## config.mk

```make
export PLATFORM = sky130hd
export DESIGN_NAME = if_id_stage
export DESIGN_NICKNAME = d
export VERILOG_FILES = /design/src/rtl/if_id_stage_pkg.sv /design/src/rtl/id_control_decode.sv /design/src/rtl/if_id_stage.sv
export SDC_FILE = /design/constraint.sdc
export NUM_CORES = 1
export LEC_CHECK = 0
export BUFFER_PORTS_ARGS = -buffer_cell sky130_fd_sc_hd__buf_2
export CAP_MARGIN = 20
export CORE_ASPECT_RATIO = 1.25
export CORE_MARGIN = 2
export CORE_UTILIZATION = 40
export DETAILED_ROUTE_END_ITERATION = 10
export GPL_ROUTABILITY_DRIVEN = 0
export PLACE_DENSITY = 0.74
export SKIP_CTS_REPAIR_TIMING = 1
export SYNTH_ARGS = -nofsm -noshare
export SYNTH_HDL_FRONTEND = slang
export SYNTH_SLANG_ARGS = --single-unit
```

## constraint.sdc

```tcl
create_clock -name clk -period 5.1 [get_ports clk]
set_input_delay 0.765 -clock clk [delete_from_list [all_inputs] [get_ports clk]]
set_output_delay 0.765 -clock clk [all_outputs]
set_load 0.02 [all_outputs]
```

## src/rtl/if_id_stage_pkg.sv

```systemverilog
// if_id_stage_pkg: shared opcodes, ALUOp encodings, NOP word and control bundle type
package if_id_stage_pkg;
    localparam logic [6:0] OP_R      = 7'b0110011;
    localparam logic [6:0] OP_IMM    = 7'b0010011;
    localparam logic [6:0] OP_LOAD   = 7'b0000011;
    localparam logic [6:0] OP_STORE  = 7'b0100011;
    localparam logic [6:0] OP_BRANCH = 7'b1100011;
    localparam logic [1:0] ALUOP_ADD   = 2'b00;
    localparam logic [1:0] ALUOP_BR    = 2'b01;
    localparam logic [1:0] ALUOP_FUNCT = 2'b10;
    localparam logic [31:0] NOP_INSTR  = 32'h00000013;
    typedef struct packed {
        logic       alu_src;
        logic       mem_to_reg;
        logic       reg_write;
        logic       mem_read;
        logic       mem_write;
        logic       branch;
        logic [1:0] alu_op;
    } ctrl_t;
endpackage

```

## src/rtl/id_control_decode.sv

```systemverilog
// id_control_decode: opcode -> control bundle, sign-extended immediate, rs2 usage
//   instr    in  : instruction word held in IF/ID
//   ctrl     out : control bundle (ungated by valid)
//   imm      out : sign-extended immediate (0 for opcodes without one)
//   uses_rs2 out : instruction reads rs2 (R-type, store, branch)
module id_control_decode import if_id_stage_pkg::*; #(
    parameter int XLEN = 64
) (
    input  logic [31:0]     instr,
    output ctrl_t           ctrl,
    output logic [XLEN-1:0] imm,
    output logic            uses_rs2
);
    logic [XLEN-1:0] imm_i, imm_s, imm_b;
    logic unused_bits;
    assign imm_i = {{(XLEN-12){instr[31]}}, instr[31:20]};
    assign imm_s = {{(XLEN-12){instr[31]}}, instr[31:25], instr[11:7]};
    assign imm_b = {{(XLEN-13){instr[31]}}, instr[31], instr[7], instr[30:25], instr[11:8], 1'b0};
    assign unused_bits = ^instr[19:12];
    always_comb begin
        ctrl     = '0;
        imm      = '0;
        uses_rs2 = 1'b0;
        case (instr[6:0])
            OP_R: begin
                ctrl     = '{1'b0, 1'b0, 1'b1, 1'b0, 1'b0, 1'b0, ALUOP_FUNCT};
                uses_rs2 = 1'b1;
            end
            OP_IMM: begin
                ctrl = '{1'b1, 1'b0, 1'b1, 1'b0, 1'b0, 1'b0, ALUOP_FUNCT};
                imm  = imm_i;
            end
            OP_LOAD: begin
                ctrl = '{1'b1, 1'b1, 1'b1, 1'b1, 1'b0, 1'b0, ALUOP_ADD};
                imm  = imm_i;
            end
            OP_STORE: begin
                ctrl     = '{1'b1, 1'b0, 1'b0, 1'b0, 1'b1, 1'b0, ALUOP_ADD};
                imm      = imm_s;
                uses_rs2 = 1'b1;
            end
            OP_BRANCH: begin
                ctrl     = '{1'b0, 1'b0, 1'b0, 1'b0, 1'b0, 1'b1, ALUOP_BR};
                imm      = imm_b;
                uses_rs2 = 1'b1;
            end
            default: ;
        endcase
    end
endmodule

```

## src/rtl/if_id_stage.sv

```systemverilog
// if_id_stage: IF/ID register with decode front-end, load-use hazard unit and event counters
//   clk, reset (async, active-low)
//   PC_in, instruction_in        : fetched PC and instruction
//   IDEX_MemRead, IDEX_rd        : load in EX and its destination
//   branch_taken                 : redirect from EX/MEM, squashes IF/ID
//   stall, Flush                 : PC/IF hold and ID/EX bubble request
//   PC_Out, instruction, rs1, rs2, rd, imm_data, control bits : decoded ID outputs
//   stall_count, flush_count     : saturating event counters
module if_id_stage import if_id_stage_pkg::*; #(
    parameter int          XLEN      = 64,
    parameter logic [31:0] NOP_INSTR = if_id_stage_pkg::NOP_INSTR,
    parameter int          CNT_W     = 32
) (
    input  logic             clk,
    input  logic             reset,
    input  logic [XLEN-1:0]  PC_in,
    input  logic [31:0]      instruction_in,
    input  logic             IDEX_MemRead,
    input  logic [4:0]       IDEX_rd,
    input  logic             branch_taken,
    output logic             stall,
    output logic             Flush,
    output logic [XLEN-1:0]  PC_Out,
    output logic [3:0]       instruction,
    output logic [4:0]       rs1,
    output logic [4:0]       rs2,
    output logic [4:0]       rd,
    output logic [XLEN-1:0]  imm_data,
    output logic             ALUSrc,
    output logic             Branch,
    output logic             MemRead,
    output logic             MemWrite,
    output logic             RegWrite,
    output logic             MemtoReg,
    output logic [1:0]       ALUOp,
    output logic [CNT_W-1:0] stall_count,
    output logic [CNT_W-1:0] flush_count
);
    logic [31:0]     instr_q;
    logic [XLEN-1:0] pc_q;
    logic            valid_q;
    logic            uses_rs2;
    logic            hazard;
    ctrl_t           ctrl, ctrl_v;

    id_control_decode #(.XLEN(XLEN)) u_decode (
        .instr    (instr_q),
        .ctrl     (ctrl),
        .imm      (imm_data),
        .uses_rs2 (uses_rs2)
    );

    // An invalid slot still holds the NOP word, but must never enable anything downstream
    assign ctrl_v = valid_q ? ctrl : '0;
    assign {ALUSrc, MemtoReg, RegWrite, MemRead, MemWrite, Branch, ALUOp} = ctrl_v;
    assign PC_Out      = pc_q;
    assign instruction = {instr_q[30], instr_q[14:12]};
    assign rs1         = instr_q[19:15];
    assign rs2         = instr_q[24:20];
    assign rd          = instr_q[11:7];

    assign hazard = valid_q & IDEX_MemRead & (IDEX_rd != 5'd0) &
                    ((IDEX_rd == rs1) | (uses_rs2 & (IDEX_rd == rs2)));
    // A taken branch squashes the dependent instruction anyway, so no stall is needed
    assign stall = hazard & ~branch_taken;
    assign Flush = hazard | branch_taken;

    always_ff @(posedge clk or negedge reset) begin
        if (!reset) begin
            instr_q     <= NOP_INSTR;
            pc_q        <= '0;
            valid_q     <= 1'b0;
            stall_count <= '0;
            flush_count <= '0;
        end else begin
            if (branch_taken) begin
                instr_q <= NOP_INSTR;
                pc_q    <= '0;
                valid_q <= 1'b0;
            end else if (!stall) begin
                instr_q <= instruction_in;
                pc_q    <= PC_in;
                valid_q <= 1'b1;
            end
            if (stall && stall_count != '1)
                stall_count <= stall_count + 1'b1;
            if (branch_taken && flush_count != '1)
                flush_count <= flush_count + 1'b1;
        end
    end
endmodule

```

==> results of run 1 <==
worst max path at each step:
stage,from,endpoint,slack [ps],depth (start not counted)
floorplan,instr_q[0],imm_data[13],690,5
global placement,IDEX_rd[4],stall_count[16],1780,9
detailed placement,IDEX_rd[4],stall_count[16],1730,9
CTS,instr_q[1],imm_data[38],1630,6
global route,instr_q[1],imm_data[49],1500,6
finish,instr_q[0],imm_data[38],1660,6
where the power goes:
group / internal (mW) / total [mW] / leakage, nW / switching [mW]
registers: 1.35 / 1.42 / 2.12 / 0.0686
clock network: 0.778 / 1.32 / 0.292 / 0.547
logic: 0.156 / 0.396 / 2.58 / 0.240
metal layers:
layer	up-vias	track usage (%)
li1	2703	-
met1	2690	23.4
met2	248	31.0
met3	33	4.95
met4	0	7.88
met5	-	0
layout make-up:
| class | count | area, µm² |
|---|---|---|
| Fill cell | 1608 | 8770 |
| Sequential cell | 161 | 4030 |
| Multi-Input combinational cell | 367 | 2630 |
| Timing Repair Buffer | 330 | 1680 |
| Clock buffer | 18 | 429 |
| Tap cell | 228 | 285 |
| Clock inverter | 14 | 176 |
| Inverter | 6 | 23.8 |
sequential cells by signal (all words and copies together), names as in the netlist:
name         count
valid_q          1
stall_count     32
flush_count     32
PC_Out          64
instr_q         32
Yosys cell counts (2+ instances only):
library cell / instances / share of area (%)
xor2_1: 24 / 2.9
xnor2_1: 43 / 5.1
dfrtp_1: 158 / 54
and2_1: 5 / 0.43
a21oi_1: 4 / 0.27
inv_1: 4 / 0.20
and3_1: 6 / 0.51
or2_2: 3 / 0.26
or4_1: 2 / 0.20
buf_2: 21 / 1.4
nand2_1: 31 / 1.6
nor3b_1: 3 / 0.31
nand2b_1: 2 / 0.17
buf_4: 72 / 7.4
mux2_2: 5 / 0.77
inv_2: 2 / 0.10
clkbuf_1: 5 / 0.26
nor2_1: 26 / 1.3
or3_1: 5 / 0.43
nand3_1: 33 / 2.3
a22o_1: 97 / 12
nor3_1: 20 / 1.4
a31oi_1: 2 / 0.17
nor4_1: 5 / 0.43
ha_1: 2 / 0.34
nand4_1: 20 / 1.7
nor2b_1: 10 / 0.85
o22a_1: 3 / 0.36
and4_1: 4 / 0.48
dfstp_2: 3 / 1.1
kinds of logic after synthesis:
group	share of synthesized area [%]
flip-flops	55.0
adder cells (fa/ha/maj)	0.341
buffers and inverters	9.37
AO/OA/AOI/OAI	13.2
AND/OR/NAND/NOR	13.3
multiplexers	0.768
XOR/XNOR	8.00
worst max-delay path: stages (launching register included):
cell	delay, ps
dfstp_2	560
nand4bb_4	190
nor3_1	510
nor2_1	280
nor2b_2	150
buf_4	320
buf_2	230
per-stage QoR:
step           power (mW)  cells  utilization [%]  cell area (µm²)
2_1_floorplan        1.68    632                -             7330
3_3_place_gp         1.84   1092             48.0             8650
3_5_place_dp         1.84   1092             48.0             8650
4_1_cts              3.18   1124             51.3             9260
5_1_grt              3.27   1124             51.3             9260
6_report             3.14   1124             51.3             9260
==> summary.md, run 1 <==
| Metric | Value |
|---|---|
| Status | completed |
| Congestion Overflow GR | 0 |
| Worst Reg-to-Reg Cells | 8 |
| DP Worst Slack | 1730 ps |
| Main synth FF type | dfrtp_1 |
| CTS root buffer | clkbuf_16 |
| First-pass GRT wire length | 28,900 µm |
| Flops & latches, synth | 161 |
| Vias | 5,674 |
| Required time worst endpoint | 4340 ps |
| Post-layout nets | 990 |
| Die Area | 0.0194 mm² |
| HPWL reported at the end of detailed placement | 13,200 µm |
| Met3 wire length | 1290 µm |
| Async SR Flop Fraction | 100% |
| Avg WL per Cell | 16.6 µm |
| Routed wire length | 18,600 µm |
| Startpoint types | register |
| Global Route Usage Sum | 18.7% |
| VDD IR-drop max | 0.204 mV |
| Metal2 WL | 9190 µm |
| Reg2reg end | stall_count[16] |
| Post-Syn Instances | 632 |
| Core ar. | 0.0180 mm² |
| Setup tns final | 0 ps |
| Final setup fails | 0 |
| Cts bufs inserted | 17 |
| Most common cell after layout, fill and taps aside | buf_2 |
| Distinct cells, synth | 42 |
| Die height | 155 µm |
| Final Hold Slack | 414 ps |
| Pwr/cell area | 339 mW/mm² |
| Crit. End Element | output pin |
| CTS Sinks | 161 |
| Maxcap violations | 0 |
| Cell Area, Synth | 0.00733 mm² |
| Mapped Avg Cell Area | 11.6 µm² |
| Largest net degree at the start of global routing | 162 |
| Clk_lat worst skew | 430 ps |
| Maximum clock frequency | 0.290 GHz |
| Num ports | 326 |
| Rel. slew slack | 31.3% |
| Slew of the pin with the lowest slew margin | 1030 ps |
| Net Count, Synth | 739 |
| Clock skew | 10.5 ps |
| Max FO, Critical Path | 52 |
| Unrepaired setup endpoints after global routing | no |
| Worst-path clk slew | 70 ps |
| Post-route setup slack | 1660 ps |
| Antenna cells | 0 |
| Drt first-iter violations | 218 |
| Seq/Total Area, Yosys | 55.0% |
| Final min period | 3440 ps |
| Commonest cells after routing, fill and taps aside | buf_2, dfrtp_1, a22o_1 |
| Leak pwr | 4.99 nW |
| Port Buffer Count | 325 |
| Clock Tree Buf Depth | 2 |
| Chip width | 125 µm |
| Starting Density | 40.7% |
| Worst EP arrival | 2680 ps |
| Slack of the worst reg-to-reg path | 1930 ps |
| Wire length on met1 | 7700 µm |
| Placement Rows | 55 |
| Vias in the first global route | 5,430 |
| Final hold violation count | 0 |
| First-pass DRT Iterations | 6 |
| Hold Crit Class | input pin to asynchronous set/reset pin |
| Period Utilization, post-route | 67.5% |
| Slew Viols, Final | 0 |
| Synth Warn # | 0 |
| CTS tree | built |
| DRC | 0 |
| Area delta synth->final | 26.2% |
| Vias/cell | 5.05 |
| Antenna Nets Post-Route | 0 |
| CP Class | register to output pin |
| Post-synth EDFFs | 0 |
| Top Metal Used | met4 |
| H-tree Lvls | 4 |
| Critical R2R Launch | instr_q[0] |
| Initial antenna violation count | 0 |
| Share of layout cells above drive strength 1 | 42.4% |
Power figures use the tool's default switching activity.
==> inputs of run 2 (changes only) <==
--- a/config.mk
+++ b/config.mk
@@ -12,7 +12,7 @@
 export CORE_UTILIZATION = 40
 export DETAILED_ROUTE_END_ITERATION = 10
 export GPL_ROUTABILITY_DRIVEN = 0
-export PLACE_DENSITY = 0.74
+export PLACE_DENSITY = 0.76
 export SKIP_CTS_REPAIR_TIMING = 1
 export SYNTH_ARGS = -nofsm -noshare
 export SYNTH_HDL_FRONTEND = slang
==> constraint.sdc (replaced) <==
create_clock -name clk -period 3.05 [get_ports clk]
set_input_delay 0.4575 -clock clk [delete_from_list [all_inputs] [get_ports clk]]
set_output_delay 0.4575 -clock clk [all_outputs]
set_load 0.02 [all_outputs]
==> summary.md, run 2 (synthesis gave the netlist of run 1 again) <==
| Metric | Value |
|---|---|
| Placed Cells incl. Taps | 1,099 |
| H-tree Lvls | 4 |
| Period Utilization, post-route | 95.1% |
| Maximum clock frequency | 0.345 GHz |
| Final setup fails | 0 |
| Max FO, Critical Path | 26 |
| Max reg flops | 64 |
| Leak pwr | 5.02 nW |
| Hold Crit Class | input pin to asynchronous set/reset pin |
| Drt first-iter violations | 291 |
| Setup tns final | 0 ps |
| Largest net degree at the start of global routing | 88 |
| Cts bufs inserted | 17 |
| Rel. slew slack | 52.2% |
| Commonest cells after routing, fill and taps aside | buf_2, dfrtp_1, a22o_1 |
| CP Class | register to output pin |
| Routed wire length | 18,700 µm |
| First-pass DRT Iterations | 4 |
| Vias | 5,834 |
| Avg WL per Cell | 16.5 µm |
| Area delta synth->final | 26.8% |
| Share of layout cells above drive strength 1 | 42.9% |
| CTS Sinks | 161 |
| Clock Tree Buf Depth | 2 |
| Maxcap violations | 0 |
| Final min period | 2900 ps |
| Slack of the worst reg-to-reg path | 340 ps |
| CTS tree | built |
| CTS root buffer | clkbuf_16 |
| Post-layout nets | 998 |
| Slew Viols, Final | 0 |
| Placement Rows | 55 |
| Sequential Area | 0.00403 mm² |
| Vias/cell | 5.15 |
| Final hold violation count | 0 |
| Num ports | 326 |
| Pwr/cell area | 547 mW/mm² |
| Cell Count, Final, Fillers Out | 1,132 |
| DRC | 0 |
| Core ar. | 0.0180 mm² |
| HPWL reported at the end of detailed placement | 13,600 µm |
| Global Route Usage Sum | 18.4% |
| Antenna Nets Post-Route | 0 |
| Starting Density | 40.7% |
| Footprint of the multi-input gates | 0.00265 mm² |
| Most common cell after layout, fill and taps aside | buf_2 |
| Antenna cells | 0 |
| Worst EP arrival | 2440 ps |
| Clock skew | 12.5 ps |
| Unrepaired setup endpoints after global routing | no |
| Worst-path clk slew | 60 ps |
| Slew of the pin with the lowest slew margin | 717 ps |
| Crit. End Element | output pin |
| CP Cell Sequence | nand4bb_4 -> or3_1 -> o22ai_2 -> nand3_4 -> inv_4 -> buf_2 |
| Initial antenna violation count | 2 |
| Startpoint types | register |
| Clk_lat worst skew | 420 ps |
| Port Buffer Count | 325 |
| Required time worst endpoint | 2590 ps |
| Die Area | 0.0194 mm² |
| VDD IR-drop max | 0.302 mV |
| Congestion Overflow GR | 0 |
| First-pass GRT wire length | 28,700 µm |
| Status | completed |
| Max stage delay cell, worst path | dfstp_2 |
| Final Hold Slack | 32.8 ps |
| Vias in the first global route | 5,523 |
| Die height | 155 µm |
| Max incr delay on CP | 550 ps |
| Fillers | 1,645 |
| Chip width | 125 µm |
-- run 2: path summary, 6_finish.rpt --
kind,startpoint,endpoint,cells after the start
worst max register to register,instr_q[0],PC_Out[37],7
worst min-delay path,reset,stall_count[11],2
worst max-delay path,instr_q[0],stall,6
worst min register to register,flush_count[29],flush_count[29],1
max in group asynchronous,reset,flush_count[18],2
min in group clk,PC_in[26],PC_Out[26],2
-- run 2: critical path: cells and delay by family, from the launching register on --
family / cells / cell delay (ps)
DFF: 1 / 550
and+or+nand+nor: 3 / 720
AOI/OAI and AO/OA: 1 / 270
buffers and inverters: 2 / 480
-- run 2: stage by stage --
step                      utilization, %  total power [mW]  area [µm²]  setup WS (ps)
final                               51.6              5.09        9300            148
after global routing                51.6              5.30        9300           31.7
after CTS                           51.5              5.15        9280          -92.2
after detailed placement            48.4              3.09        8720            298
after global placement              48.4              3.07        8720            378
after floorplan                        -              2.81        7340            294
-- run 2: report_power, final --
part | leakage, nW | internal, mW | switching (mW)
combinational | 2.63 | 0.267 | 0.405
sequential | 2.12 | 2.26 | 0.115
clock | 0.276 | 1.14 | 0.903
total | 5.02 | 3.66 | 1.42
-- run 2: layout make-up --
class                      count  share of cell area, %
clock buffer                  19                   4.65
sequential                   161                   43.4
tap                          228                   3.07
inverter                       6                  0.269
multi-input combinational    368                   28.5
clock inverter                13                   1.37
timing repair buffer         337                   18.8
-- run 2: metal layers --
layer	vias up	wire length [µm]	track usage (%)
li1	2718	-	-
met4	4	418	6.51
met2	246	9450	31.5
met3	29	1290	5.26
met5	-	27	0
met1	2837	7470	22.3
